### src/rtl/isp_maxi_wr.sv
// AXI4 write master: streams one frame from a FWFT FIFO into memory as fixed-length INCR bursts.
// Optional BRESP error flag is enabled with `define ISP_MAXI_WR_RESP_CHECK_EN.
module isp_maxi_wr #(
  parameter logic [31:0] C_M_TARGET_SLAVE_BASE_ADDR = 32'h40000000,
  parameter int          C_M_AXI_BURST_LEN          = 256,
  parameter int          C_M_AXI_ID_WIDTH           = 1,
  parameter int          C_M_AXI_ADDR_WIDTH         = 32,
  parameter int          C_M_AXI_DATA_WIDTH         = 64
) (
  input  logic                              M_AXI_ACLK,
  input  logic                              M_AXI_ARESET,
  output logic [C_M_AXI_ID_WIDTH-1:0]       M_AXI_AWID,
  output logic [C_M_AXI_ADDR_WIDTH-1:0]     M_AXI_AWADDR,
  output logic [7:0]                        M_AXI_AWLEN,
  output logic [2:0]                        M_AXI_AWSIZE,
  output logic [1:0]                        M_AXI_AWBURST,
  output logic                              M_AXI_AWLOCK,
  output logic [3:0]                        M_AXI_AWCACHE,
  output logic [2:0]                        M_AXI_AWPROT,
  output logic                              M_AXI_AWVALID,
  input  logic                              M_AXI_AWREADY,
  output logic [C_M_AXI_DATA_WIDTH-1:0]     M_AXI_WDATA,
  output logic [C_M_AXI_DATA_WIDTH/8-1:0]   M_AXI_WSTRB,
  output logic                              M_AXI_WLAST,
  output logic                              M_AXI_WVALID,
  input  logic                              M_AXI_WREADY,
  input  logic [C_M_AXI_ID_WIDTH-1:0]       M_AXI_BID,
  input  logic [1:0]                        M_AXI_BRESP,
  input  logic                              M_AXI_BVALID,
  output logic                              M_AXI_BREADY,
  input  logic                              WRITE_START,
  input  logic [31:0]                       BURST_ONE_FRAME_TOTAL,
  output logic                              FRAME_DONE,
  output logic                              WRITE_BUSY,
  output logic                              WRITE_ERROR,
  input  logic [C_M_AXI_DATA_WIDTH-1:0]     rd_data,
  output logic                              r_en,
  input  logic                              empty_n,
  output logic [2:0]                        dbg_state_o
);

  // Handshakes (all channels): a transfer happens on a clock edge where valid && ready;
  // once valid is raised by this block, its payload is held until the matching ready.
  typedef enum logic [2:0] {
    S_IDLE = 3'd0,
    S_ADDR = 3'd1,
    S_DATA = 3'd2,
    S_RESP = 3'd3,
    S_DONE = 3'd4
  } state_t;

  localparam logic [C_M_AXI_ADDR_WIDTH-1:0] BASE_ADDR =
    C_M_AXI_ADDR_WIDTH'(C_M_TARGET_SLAVE_BASE_ADDR);
  localparam logic [C_M_AXI_ADDR_WIDTH-1:0] BURST_BYTES =
    C_M_AXI_ADDR_WIDTH'(C_M_AXI_BURST_LEN * (C_M_AXI_DATA_WIDTH / 8));
  localparam logic [7:0] LAST_BEAT = 8'(C_M_AXI_BURST_LEN - 1);

  state_t                          state_q, state_d;
  logic                            start_s1_q, start_d1_q, start_d2_q;
  logic [31:0]                     total_q, total_d;
  logic [31:0]                     burst_cnt_q, burst_cnt_d;
  logic [C_M_AXI_ADDR_WIDTH-1:0]   addr_off_q, addr_off_d;
  logic [7:0]                      beat_cnt_q, beat_cnt_d;
  logic                            start_edge;
  logic                            w_hs;
  logic [31:0]                     burst_cnt_inc;

  // Two synchroniser flops plus one history flop give the N+3 start-to-AWVALID latency.
  assign start_edge    = start_d1_q & ~start_d2_q;
  assign w_hs          = (state_q == S_DATA) & empty_n & M_AXI_WREADY;
  assign burst_cnt_inc = burst_cnt_q + 32'd1;

  assign M_AXI_AWID    = '0;
  assign M_AXI_AWADDR  = BASE_ADDR + addr_off_q;
  assign M_AXI_AWLEN   = LAST_BEAT;
  assign M_AXI_AWSIZE  = 3'($clog2(C_M_AXI_DATA_WIDTH / 8));
  assign M_AXI_AWBURST = 2'b01;
  assign M_AXI_AWLOCK  = 1'b0;
  assign M_AXI_AWCACHE = 4'b0010;
  assign M_AXI_AWPROT  = 3'b000;
  assign M_AXI_WDATA   = rd_data;
  assign M_AXI_WSTRB   = '1;
  assign dbg_state_o   = state_q;

  always_ff @(posedge M_AXI_ACLK) begin
    if (M_AXI_ARESET) begin
      state_q     <= S_IDLE;
      start_s1_q  <= 1'b0;
      start_d1_q  <= 1'b0;
      start_d2_q  <= 1'b0;
      total_q     <= '0;
      burst_cnt_q <= '0;
      addr_off_q  <= '0;
      beat_cnt_q  <= '0;
    end else begin
      state_q     <= state_d;
      start_s1_q  <= WRITE_START;
      start_d1_q  <= start_s1_q;
      start_d2_q  <= start_d1_q;
      total_q     <= total_d;
      burst_cnt_q <= burst_cnt_d;
      addr_off_q  <= addr_off_d;
      beat_cnt_q  <= beat_cnt_d;
    end
  end

  always_comb begin
    state_d = state_q;
    unique case (state_q)
      S_IDLE: if (start_edge) state_d = (BURST_ONE_FRAME_TOTAL == 32'd0) ? S_DONE : S_ADDR;
      S_ADDR: if (M_AXI_AWREADY) state_d = S_DATA;
      S_DATA: if (w_hs && (beat_cnt_q == LAST_BEAT)) state_d = S_RESP;
      S_RESP: if (M_AXI_BVALID) state_d = (burst_cnt_inc == total_q) ? S_DONE : S_ADDR;
      S_DONE: state_d = S_IDLE;
      default: state_d = S_IDLE;
    endcase
  end

  always_comb begin
    total_d     = total_q;
    burst_cnt_d = burst_cnt_q;
    addr_off_d  = addr_off_q;
    beat_cnt_d  = beat_cnt_q;
    unique case (state_q)
      S_IDLE: if (start_edge) begin
        total_d     = BURST_ONE_FRAME_TOTAL;
        burst_cnt_d = '0;
        addr_off_d  = '0;
      end
      S_ADDR: if (M_AXI_AWREADY) beat_cnt_d = '0;
      S_DATA: if (w_hs) beat_cnt_d = beat_cnt_q + 8'd1;
      S_RESP: if (M_AXI_BVALID) begin
        burst_cnt_d = burst_cnt_inc;
        addr_off_d  = addr_off_q + BURST_BYTES;
      end
      default: ;
    endcase
  end

  always_comb begin
    M_AXI_AWVALID = 1'b0;
    M_AXI_WVALID  = 1'b0;
    M_AXI_WLAST   = 1'b0;
    M_AXI_BREADY  = 1'b0;
    r_en          = 1'b0;
    FRAME_DONE    = 1'b0;
    WRITE_BUSY    = 1'b0;
    unique case (state_q)
      S_ADDR: begin
        M_AXI_AWVALID = 1'b1;
        WRITE_BUSY    = 1'b1;
      end
      S_DATA: begin
        M_AXI_WVALID = empty_n;
        M_AXI_WLAST  = empty_n & (beat_cnt_q == LAST_BEAT);
        r_en         = w_hs;
        WRITE_BUSY   = 1'b1;
      end
      S_RESP: begin
        M_AXI_BREADY = 1'b1;
        WRITE_BUSY   = 1'b1;
      end
      S_DONE: FRAME_DONE = 1'b1;
      default: ;
    endcase
  end

`ifdef ISP_MAXI_WR_RESP_CHECK_EN
  logic error_q;
  logic unused_resp;
  assign unused_resp = ^{M_AXI_BID, M_AXI_BRESP[0]};
  assign WRITE_ERROR = error_q;

  // Sticky across the frame; only a newly accepted start clears it.
  always_ff @(posedge M_AXI_ACLK) begin
    if (M_AXI_ARESET) begin
      error_q <= 1'b0;
    end else if ((state_q == S_IDLE) && start_edge) begin
      error_q <= 1'b0;
    end else if ((state_q == S_RESP) && M_AXI_BVALID && M_AXI_BRESP[1]) begin
      error_q <= 1'b1;
    end
  end
`else
  logic unused_resp;
  assign unused_resp = ^{M_AXI_BID, M_AXI_BRESP};
  assign WRITE_ERROR = 1'b0;
`endif

endmodule
### config.mk
export PLATFORM = sky130hd
export DESIGN_NAME = isp_maxi_wr
export DESIGN_NICKNAME = d
export VERILOG_FILES = /design/src/rtl/isp_maxi_wr.sv
export SDC_FILE = /design/constraint.sdc
export NUM_CORES = 1
export LEC_CHECK = 0
export BUFFER_PORTS_ARGS = -buffer_cell sky130_fd_sc_hd__buf_2
export CORE_MARGIN = 3
export CORE_UTILIZATION = 35
export CTS_BUF_LIST = sky130_fd_sc_hd__clkbuf_2
export CTS_CLUSTER_DIAMETER = 80
export DETAILED_ROUTE_END_ITERATION = 16
export GPL_TIMING_DRIVEN = 0
export MAX_ROUTING_LAYER = met4
export PLACE_DENSITY = 0.58
export SETUP_SLACK_MARGIN = 0.3
export SYNTH_ARGS = -nofsm -noshare
export SYNTH_HDL_FRONTEND = slang
export SYNTH_SLANG_ARGS = --single-unit
### constraint.sdc
create_clock -name M_AXI_ACLK -period 6.6 [get_ports M_AXI_ACLK]
set_clock_uncertainty 0.05 [all_clocks]
set_input_delay 0.99 -clock M_AXI_ACLK [delete_from_list [all_inputs] [get_ports M_AXI_ACLK]]
set_output_delay 0.99 -clock M_AXI_ACLK [all_outputs]
set_load 0.01 [all_outputs]
==> Implementation_results.wiki <==
{| class="wikitable"
! Metric !! Value
|-
| Post-Synth Simple-Gate Area || 0.269
|-
| Sequential fraction of the synthesis area || 0.309
|-
| First-pass GRT wire length || 28000 um
|-
| Post-synthesis xor/xnor area fraction || 0.0869
|-
| Dominant combinational cell family by area after synthesis || simple AND/OR/NAND/NOR gates
|-
| Clock Root Buffer || sky130_fd_sc_hd__clkbuf_2
|-
| Summed instance area of the synthesized netlist || 6420 um2
|-
| Postcts setup bufs || 0
|-
| DRC marker count from the first detailed-route iteration || 354
|-
| Via-per-instance ratio || 4.82
|-
| Worst slew slack as a fraction of its limit || 0.454
|-
| Share of synthesized flip-flops with an asynchronous set or reset || 0
|-
| Synthesis-stage register bit count || 99
|-
| Number of gates given a new drive strength after cts || 0
|-
| DRC || 0
|-
| Power, Total || 1.09 mW
|-
| Worst R2R Start || burst_cnt_q[1]$_SDFFE_PP0P_
|-
| Unrepaired setup endpoints after global routing || no
|-
| Maximum clock insertion buffer count || 2
|-
| Warnings from Yosys || 0
|-
| Die boundary width || 141 um
|-
| Required time of the critical path || 7.07 ns
|-
| Buffers and inverters on the worst path || 0
|-
| Routed length per instance || 14.6 um
|-
| Placer congestion estimate || 0.956
|-
| Hold_sp || start_s1_q$_SDFF_PP0_
|-
| Number of vias after detailed routing || 6056
|-
| Largest net degree at the start of global routing || 18
|-
| Clock input transition at the sequential cells of the worst setup and hold paths || 0.28 ns
|-
| Share of the synthesized area in compound gates (AO/OA/AOI/OAI) || 0.136
|-
| CP arrival || 4.02 ns
|-
| Hold path cells || 1
|-
| Max rail drop VDD || 0.100 mV
|-
| Area share of fa/ha/maj cells after synthesis || 0.00584
|-
| Io pins || 243
|-
| Total die area || 20000 um2
|-
| Growth of design area from synthesis to finish || 18.5%
|-
| Kind of critical path || register to register
|-
| Effective utilization at floorplan || 0.364
|-
| Remaining antenna violation count after routing || 0
|-
| Hold Path Sink || start_d1_q$_SDFF_PP0_
|-
| Dpl cells || 1240
|-
| Core footprint || 17700 um2
|-
| Crit path capture type || register
|-
| Total power divided by cell area || 143 nW/um2
|-
| Delay of the slowest critical-path stage || 0.66 ns
|-
| Source of the critical timing path || burst_cnt_q[1]$_SDFFE_PP0P_
|-
| R2R depth || 10
|-
| CTS hold repair buffers || 0
|-
| Clock net sink count || 99
|-
| Overflow after GRT || 0
|-
| Min Tclk post-route || 3.55 ns
|-
| Total iterations of the first detailed-routing run || 5
|-
| Final hold violations || 0
|-
| Final sum of negative setup slack || 0 ns
|-
| Vias in the first global route || 5290
|-
| Die height || 141 um
|-
| Number of H-tree levels || 3
|-
| Synthesized area per cell || 7.63 um2
|-
| Most used flip-flop cell after synthesis || sky130_fd_sc_hd__dfxtp_1
|-
| Tightest Hold Check Type || register to register
|-
| Cell mode on critical path || sky130_fd_sc_hd__nand3_1
|-
| Run status || finished clean
|-
| Worst r2r dst || dbg_state_o[0]$_SDFFE_PP0P_
|-
| Share of the clock period used by the worst path after layout || 0.537
|-
| Crit path max-delay cell type || sky130_fd_sc_hd__nor3_1
|-
| Actual transition at the worst max-transition pin || 0.811 ns
|-
| Non-filler instance count after layout || 1256
|-
| Overall Global Routing Usage || 0.181
|-
| Final-stage net count || 1135
|-
| Layout cell share with drive strength beyond 1 || 0.300
|-
| Multiplexer share of the synthesized area || 0.00818
|-
| Max capacitance violation total || 0
|-
| Number of enable flip-flop cells after synthesis || 0
|-
| Number of standard cells after synthesis || 842
|-
| FF-to-FF setup slack || 3.05 ns
|-
| Sum of routed wire length over all layers || 18300 um
|-
| Antenna violations before repair || 0
|-
| Worst Setup Start Kind || register
|-
| Clock latency of the later-clocked register in the worst-skew pair || 0.64 ns
|-
| Largest fanout on the critical path || 7
|-
| HPWL after detailed placement || 14200 um
|-
| Count of buffers from port buffering || 133
|-
| Number of inserted diodes || 0
|-
| Final setup violation count || 0
|-
| Max Slew Vio Count || 0
|-
| Cts bufs inserted || 9
|-
| Cell family contributing the most delay on the critical path || simple AND/OR/NAND/NOR gates
|-
| Distinct cells, synth || 59
|-
| TritonCTS clock tree || done
|-
| Static power due to leakage || 3.25 nW
|-
| List of cells traversed by the critical path || ha_1 -> nand3_1 -> nor3_1 -> nand4_1 -> a211oi_1 -> a31o_2 -> nand3_1 -> nor4_2 -> o32a_1 -> o22ai_1
|-
| Maximum achievable frequency || 282 MHz
|-
| Placement Rows || 48
|}
[cell usage in the layout, fill, tap and decap left out, types with 5 or more instances in the layout]
cell type                    n
sky130_fd_sc_hd__a211oi_1    7
sky130_fd_sc_hd__a21oi_1    72
sky130_fd_sc_hd__a22oi_1     8
sky130_fd_sc_hd__a311oi_1    8
sky130_fd_sc_hd__a31oi_1     6
sky130_fd_sc_hd__and2_1      6
sky130_fd_sc_hd__and3_1      7
sky130_fd_sc_hd__buf_2     148
sky130_fd_sc_hd__buf_4     125
sky130_fd_sc_hd__clkbuf_1   33
sky130_fd_sc_hd__clkbuf_2   10
sky130_fd_sc_hd__conb_1     42
sky130_fd_sc_hd__dfxtp_1    99
sky130_fd_sc_hd__inv_1       6
sky130_fd_sc_hd__nand2_1   117
sky130_fd_sc_hd__nand2b_1    8
sky130_fd_sc_hd__nand3_1    20
sky130_fd_sc_hd__nand3b_1    6
sky130_fd_sc_hd__nand4_1    22
sky130_fd_sc_hd__nor2_1     75
sky130_fd_sc_hd__nor2b_1     5
sky130_fd_sc_hd__nor3_1     21
sky130_fd_sc_hd__nor4_1     16
sky130_fd_sc_hd__o21ai_0    27
sky130_fd_sc_hd__or3_1       9
sky130_fd_sc_hd__xnor2_1    29
sky130_fd_sc_hd__xor2_1     32
[through the flow]
stage / worst slack, ns / util / area, um2 / hold slack [ns]
detailed placement: 3.13 / 0.426 / 7520 / 0.381
finish: 3.05 / 0.431 / 7610 / 0.416
floorplan: 3.79 / - / 6570 / 0.364
CTS: 3.06 / 0.431 / 7610 / 0.418
global route: 2.83 / 0.431 / 7610 / 0.427
global placement: 3.19 / 0.426 / 7520 / 0.372
[layer usage]
layer / wire (um) / track usage
met5: 0 / -
met4: 197 / 0.0394
met3: 1280 / 0.0327
met2: 8140 / 0.282
met1: 8670 / 0.246
[cells in the mapped netlist (9+ instances only)]
cell type                  number  area [um2]
sky130_fd_sc_hd__xnor2_1       29         254
sky130_fd_sc_hd__a21oi_1       72         360
sky130_fd_sc_hd__nor3_1        21         105
sky130_fd_sc_hd__buf_2         15        75.1
sky130_fd_sc_hd__clkbuf_1      33         124
sky130_fd_sc_hd__buf_4        125         938
sky130_fd_sc_hd__nand2_1      117         439
sky130_fd_sc_hd__or3_1          9        56.3
sky130_fd_sc_hd__nor4_1        16         100
sky130_fd_sc_hd__nand4_1       22         138
sky130_fd_sc_hd__o21ai_0       27         135
sky130_fd_sc_hd__nor2_1        75         282
sky130_fd_sc_hd__dfxtp_1       99        1980
sky130_fd_sc_hd__xor2_1        32         280
sky130_fd_sc_hd__nand3_1       20         100
[registers in the layout, indices dropped and copies added, names as in the netlist]
register,cells
start_s1_q,1
total_q,32
beat_cnt_q,8
start_d2_q,1
burst_cnt_q,32
dbg_state_o,3
start_d1_q,1
addr_off_q,21
[how the worst max path moves through the flow]
stage                                   to  cells past startpoint
4_1_cts                               r_en                      6
6_report       dbg_state_o[0]$_SDFFE_PP0P_                     10
3_5_place_dp   dbg_state_o[0]$_SDFFE_PP0P_                     10
3_3_place_gp   dbg_state_o[0]$_SDFFE_PP0P_                     10
5_1_grt        dbg_state_o[0]$_SDFFE_PP0P_                     10
2_1_floorplan                         r_en                      4
[worst register-to-register path, cell delays in order, from the launching register on]
cell and delay (ns):
sky130_fd_sc_hd__dfxtp_1 0.54, sky130_fd_sc_hd__ha_1 0.29, sky130_fd_sc_hd__nand3_1 0.20, sky130_fd_sc_hd__nor3_1 0.66, sky130_fd_sc_hd__nand4_1 0.40, sky130_fd_sc_hd__a211oi_1 0.31
sky130_fd_sc_hd__a31o_2 0.16, sky130_fd_sc_hd__nand3_1 0.10, sky130_fd_sc_hd__nor4_2 0.42, sky130_fd_sc_hd__o32a_1 0.23, sky130_fd_sc_hd__o22ai_1 0.07
[kinds of logic after synthesis]
kind of cell	after synthesis
AND/OR/NAND/NOR	342
buffers and inverters	182
multiplexers	5
AO/OA/AOI/OAI	147
other	2
adder cells (fa/ha/maj)	3
XOR/XNOR	62
flip-flops	99
[power by group]
| part | switching [mW] | internal (mW) |
|---|---|---|
| combinational | 0.0991 | 0.0913 |
| sequential | 0.00907 | 0.610 |
| clock | 0.226 | 0.0529 |
[cell type report]
| cell class | instances | area (um2) |
|---|---|---|
| repair buffers | 133 | 666 |
| clock inverters | 7 | 48.8 |
| well taps | 225 | 282 |
| flip-flops and latches | 99 | 1980 |
| plain buffers | 176 | 1160 |
| clock buffers | 9 | 45.0 |
| fillers | 1852 | 10000 |
| multi-input cells | 601 | 3410 |
| inverters | 6 | 22.5 |
(Power assumes the default switching activity.)
